[src/rtl/alu_control_pipe.sv]
// Registered ALU control decode with a MULT/DIV launch/busy sequencer and stall/flush handling.
// Optional build macro ALU_CTRL_ILLEGAL_TRAP_EN turns unrecognised R-type functs into an illegal trap.
module alu_control_pipe #(
  parameter int OP_W    = 2,
  parameter int FUNCT_W = 6,
  parameter int CTRL_W  = 4,
  parameter int MD_LAT  = 4
) (
  input  logic               clk,
  input  logic               rst,
  input  logic               valid_in,
  input  logic               stall_in,
  input  logic               flush_in,
  input  logic [OP_W-1:0]    ALUop,
  input  logic [FUNCT_W-1:0] instru,
  output logic [CTRL_W-1:0]  contALU,
  output logic               valid_out,
  output logic               md_start,
  output logic               md_busy,
  output logic               stall_out,
  output logic               illegal
);

  localparam logic [0:0] S_IDLE   = 1'b0;
  localparam logic [0:0] S_MD_RUN = 1'b1;

  localparam int CNT_W = (MD_LAT > 1) ? $clog2(MD_LAT) : 1;
  localparam logic [CNT_W-1:0] CNT_LOAD = CNT_W'(MD_LAT - 1);

  localparam logic [3:0] C_AND  = 4'b0000;
  localparam logic [3:0] C_OR   = 4'b0001;
  localparam logic [3:0] C_ADD  = 4'b0010;
  localparam logic [3:0] C_SUB  = 4'b0110;
  localparam logic [3:0] C_SLT  = 4'b0111;
  localparam logic [3:0] C_MULT = 4'b1000;
  localparam logic [3:0] C_DIV  = 4'b1001;
  localparam logic [3:0] C_NOR  = 4'b1100;
  localparam logic [3:0] C_TRAP = 4'b1111;

  logic [0:0]       r_state;
  logic [CNT_W-1:0] r_cnt;
  logic [3:0]       r_code;
  logic             r_valid;
  logic             r_start;
  logic             r_busy;
  logic             r_illegal;

  logic [3:0] w_code;
  logic       w_valid;
  logic       w_is_md;
  logic       w_ill;

  // A case selector carrying X/Z matches no item, so such functs fall to default.
  always_comb begin
    w_code  = C_ADD;
    w_valid = 1'b1;
    w_is_md = 1'b0;
    w_ill   = 1'b0;
    case (ALUop[1:0])
      2'b00: w_code = C_ADD;
      2'b01: w_code = C_SUB;
      2'b11: w_code = C_OR;
      2'b10: begin
        case (instru[5:0])
          6'b100000: w_code = C_ADD;
          6'b100010: w_code = C_SUB;
          6'b100100: w_code = C_AND;
          6'b100101: w_code = C_OR;
          6'b101010: w_code = C_SLT;
          6'b100111: w_code = C_NOR;
          6'b011000: begin w_code = C_MULT; w_is_md = 1'b1; end
          6'b011010: begin w_code = C_DIV;  w_is_md = 1'b1; end
          default: begin
`ifdef ALU_CTRL_ILLEGAL_TRAP_EN
            w_code  = C_TRAP;
            w_valid = 1'b0;
            w_ill   = 1'b1;
`else
            w_code  = C_ADD;
`endif
          end
        endcase
      end
      default: w_code = C_ADD;
    endcase
  end

  always_ff @(posedge clk) begin
    if (rst) begin
      r_state   <= S_IDLE;
      r_cnt     <= '0;
      r_code    <= '0;
      r_valid   <= 1'b0;
      r_start   <= 1'b0;
      r_busy    <= 1'b0;
      r_illegal <= 1'b0;
    end else if (flush_in) begin
      // contALU deliberately keeps its last value across a flush
      r_state   <= S_IDLE;
      r_cnt     <= '0;
      r_valid   <= 1'b0;
      r_start   <= 1'b0;
      r_busy    <= 1'b0;
      r_illegal <= 1'b0;
    end else if (!stall_in) begin
      r_start   <= 1'b0;
      r_illegal <= 1'b0;
      if (r_state == S_IDLE) begin
        if (valid_in) begin
          r_code    <= w_code;
          r_valid   <= w_valid;
          r_illegal <= w_ill;
          if (w_is_md) begin
            r_start <= 1'b1;
            r_busy  <= 1'b1;
            r_cnt   <= CNT_LOAD;
            r_state <= S_MD_RUN;
          end
        end else begin
          r_valid <= 1'b0;
        end
      end else begin
        r_valid <= 1'b0;
        if (r_cnt == '0) begin
          r_busy  <= 1'b0;
          r_state <= S_IDLE;
        end else begin
          r_cnt <= r_cnt - 1'b1;
        end
      end
    end
  end

  always_comb begin
    contALU      = '0;
    contALU[3:0] = r_code;
  end

  assign valid_out = r_valid;
  assign md_start  = r_start;
  assign md_busy   = r_busy;
  assign stall_out = r_busy;
  assign illegal   = r_illegal;

endmodule

[config.mk]
export PLATFORM = sky130hd
export DESIGN_NAME = alu_control_pipe
export DESIGN_NICKNAME = d
export VERILOG_FILES = /design/src/rtl/alu_control_pipe.sv
export SDC_FILE = /design/constraint.sdc
export NUM_CORES = 1
export LEC_CHECK = 0
export CORE_AREA = 4 4 56 58
export DETAILED_ROUTE_END_ITERATION = 8
export DIE_AREA = 0 0 60 62
export DONT_BUFFER_PORTS = 1
export PLACE_DENSITY = 0.49
export REMOVE_ABC_BUFFERS = 1
export SLEW_MARGIN = 0
export SYNTH_ARGS = -nofsm -noshare
export SYNTH_HDL_FRONTEND = slang
export SYNTH_SLANG_ARGS = --single-unit
[constraint.sdc]
create_clock -name clk -period 1.8 [get_ports clk]
set_clock_uncertainty 0.15 [all_clocks]
set_input_delay 0.36 -clock clk [delete_from_list [all_inputs] [get_ports clk]]
set_output_delay 0.36 -clock clk [all_outputs]
set_load 0.02 [all_outputs]
==> out/qor.csv <==
stage,metric,value,unit
min_path,cell depth of the worst hold path,1,
critical_path,Worst R2R End,contALU[3],
clock_network,CTS sink count,10,
critical_path,"critical path, cell by cell","or4b_4, or4b_1, o21ai_1",
critical_path,CP arrival,1690,ps
placement,GPL Wtd Cong,0.784,
logic_synthesis,Netlist cell types,33,
die,Starting Density,23.5,%
timing,Max Freq,609,MHz
die,row count,19,
logic_synthesis,Mean Syn Cell Area,8.45,um^2
routing,DR pass1 iterations,4,
min_path,Hold Path Class,in -> reg,
clock_network,"Clk Latency, worst-skew pair",260,ps
clock_network,CTS resizes,0,
critical_path,crit path max fanout,4,
clock_network,Post-CTS Setup Bufs,0,
routing,final wirelength,1520,um
die,die area,3720,um^2
routing,Vias,576,
placement,hpwl dp,1210,um
min_path,end of the worst hold path,r_cnt[0],
critical_path,Startpoint Class,flop,
grt,first-pass GRT wire length,2730,um
timing,final hold vios,0,
clock_network,root buf cell,clkbuf_4,
logic_synthesis,yosys warns,0,
cells_and_area,nets,95,
placement,Port-buffer cells,0,
logic_synthesis,"Cell Area, Synth",626,um^2
cells_and_area,post-layout instance count excluding filler cells,110,
status,status,finished clean,
grt,initial antenna violation count,0,
critical_path,Worst Path Required,1850,ps
critical_path,flop2flop setup slack,160,ps
critical_path,Critical Path Max Stage Delay,540,ps
clock_network,clk slew on worst S/H paths,70,ps
timing,RSZ-0062 raised after global routing,false,
timing,worst hold slack,64.7,ps
timing,crit share post-route,91.2,%
timing,Max Slew Vio Count,0,
cells_and_area,Antenna diodes,0,
critical_path,CP max stage cell,or4b_4,
timing,Tmin final,1640,ps
min_path,hold path start,stall_in,
clock_network,CTS Buf Count,3,
cells_and_area,share of cells above drive strength 1,12.7,%
clock_network,Hold Buf Count CTS,0,
routing,wire per inst,13.8,um
grt,largest net degree at the start of global routing,11,
pwr,Tot Pwr,0.430,mW
grt,GRT Overall Usage,9.93,%
die,Core Region,2660,um^2
die,# IOs,22,
pwr,Worst IR Drop VDD,336,uV
timing,final setup fails,0,
clock_network,TritonCTS clock tree,yes,
logic_synthesis,Post-Synthesis Cells,74,
timing,Setup TNS Final,0,ps
pwr,Leak Pwr,0.235,nW
cells_and_area,Area Overhead vs Synth,12.6,%
logic_synthesis,#FFs+latches synth,10,
die,DIE WIDTH,60,um
placement,placed cell count,106,
pwr,pwr dens,610,nW/um^2
critical_path,R2R depth,3,
routing,antenna-violating nets left,0,
clock_network,Max clock buf depth,2,
clock_network,CTS HTree Levels,1,
routing,drt drc,0,
routing,DR iter-0 viols,29,
critical_path,Critical Path End Type,flop,
die,Die Ht,62,um
critical_path,"Worst Path Class, Setup",reg -> reg,
grt,GRT overflow,0,
cells_and_area,"Core Util, Final",26.5,%
critical_path,worst r2r src,r_state,
routing,vias per inst,5.24,
grt,vias in the first global route,589,
run,Max Cap Viol,0,
logic_synthesis,register area share after synthesis,32.0,%
## cells in the mapped netlist, drive strengths merged
cell type / count / share of area, %
xor2: 1 / 1.4
inv: 4 / 2.4
a221oi: 1 / 1.4
nor3: 1 / 0.80
o211ai: 2 / 2.4
dfxtp: 10 / 32
buf: 3 / 4.2
o21ai: 1 / 0.80
or2: 1 / 1.0
nand4: 2 / 2.0
or4b: 2 / 3.8
nand2: 4 / 2.4
nand3: 1 / 0.80
and2: 1 / 1.0
nand2b: 3 / 3.0
nor4bb: 4 / 6.4
a21oi: 6 / 4.8
nor2b: 3 / 3.0
and3b: 1 / 1.4
nor3b: 5 / 6.0
ha: 1 / 2.0
a311oi: 2 / 2.8
a31oi: 2 / 2.0
a2111oi: 1 / 1.4
a22oi: 1 / 1.2
nor4b: 1 / 1.4
conb: 1 / 0.60
nor2: 5 / 3.0
nand3b: 2 / 2.4
o211a: 1 / 1.6
clkbuf: 1 / 0.60
## cell type report
| cell class | instances | area [um^2] |
|---|---|---|
| Fill cell | 312 | 1960 |
| Clock buffer | 3 | 22.5 |
| Timing Repair Buffer | 6 | 47.5 |
| Inverter | 4 | 15.0 |
| Sequential cell | 10 | 200 |
| Multi-Input combinational cell | 56 | 380 |
| Tap cell | 31 | 38.8 |
## worst max path at each step
stage | from | to | cells past startpoint
after global routing | r_state | contALU[3] | 3
after CTS | r_state | contALU[3] | 3
after global placement | stall_in | contALU[3] | 3
final | r_state | contALU[3] | 3
after detailed placement | stall_in | contALU[3] | 3
after floorplan | stall_in | contALU[3] | 3
## placed cells by master (no fill, tap or decap), drive strengths merged
| cell | count |
|---|---|
| buf | 5 |
| a311oi | 2 |
| xor2 | 1 |
| nor2b | 3 |
| dlygate4sd3 | 1 |
| or2 | 1 |
| nor4bb | 4 |
| nand2b | 3 |
| ha | 1 |
| inv | 4 |
| a221oi | 1 |
| nor4b | 1 |
| a2111oi | 1 |
| nand4 | 2 |
| and3b | 1 |
| nor3b | 5 |
| clkbuf | 3 |
| o211ai | 2 |
| o21ai | 1 |
| dfxtp | 10 |
| nor3 | 1 |
| nand2 | 4 |
| and2 | 1 |
| a31oi | 2 |
| nor2 | 5 |
| a22oi | 1 |
| o211a | 1 |
| conb | 1 |
| nand3 | 1 |
| a21oi | 6 |
| nand3b | 2 |
| or4b | 2 |
## power by group
part	switching (mW)	internal [mW]
combinational	0.0193	0.0261
clock	0.0758	0.0771
sequential	0.00691	0.225
## cells by family (layout without fill, tap and decap cells)
| group | after synthesis | after routing | share of synthesized area (%) |
|---|---|---|---|
| AOI/OAI and AO/OA | 17 | 17 | 18.4 |
| xor gates and xnor gates | 1 | 1 | 1.40 |
| adders and majority gates | 1 | 1 | 2.00 |
| buffers and inverters | 8 | 13 | 7.20 |
| DFF | 10 | 10 | 32.0 |
| other | 1 | 1 | 0.599 |
| and+or+nand+nor | 36 | 36 | 38.4 |
## metal layers
| layer | part of all wire [%] | global-route usage (%) | vias to the layer above | wire [um] |
|---|---|---|---|---|
| met4 | 0.33 | 1.90 | 0 | 5 |
| met2 | 42 | 15.0 | 32 | 643 |
| met1 | 43 | 11.0 | 258 | 661 |
| met5 | 0 | 0 | - | 0 |
| li1 | - | - | 284 | - |
| met3 | 14 | 8.06 | 2 | 210 |
## registers in the layout, indices dropped and copies added, names as in the netlist
register,flops
r_state,1
md_busy,1
md_start,1
valid_out,1
contALU,4
r_cnt,2
## worst max-delay path: cells and delay by family, from the launching register on
kind	cells	cell delay [ps]
and+or+nand+nor	2	1010
DFF	1	310
AOI/OAI and AO/OA	1	120
## per-stage QoR
stage | cell area (um^2) | setup WS, ps
2_1_floorplan | 596 | 119
3_3_place_gp | 672 | 97.1
3_5_place_dp | 672 | 80.3
4_1_cts | 694 | 144
5_1_grt | 704 | 101
6_report | 704 | 159
Note: power is estimated with default switching activity, not from simulation.
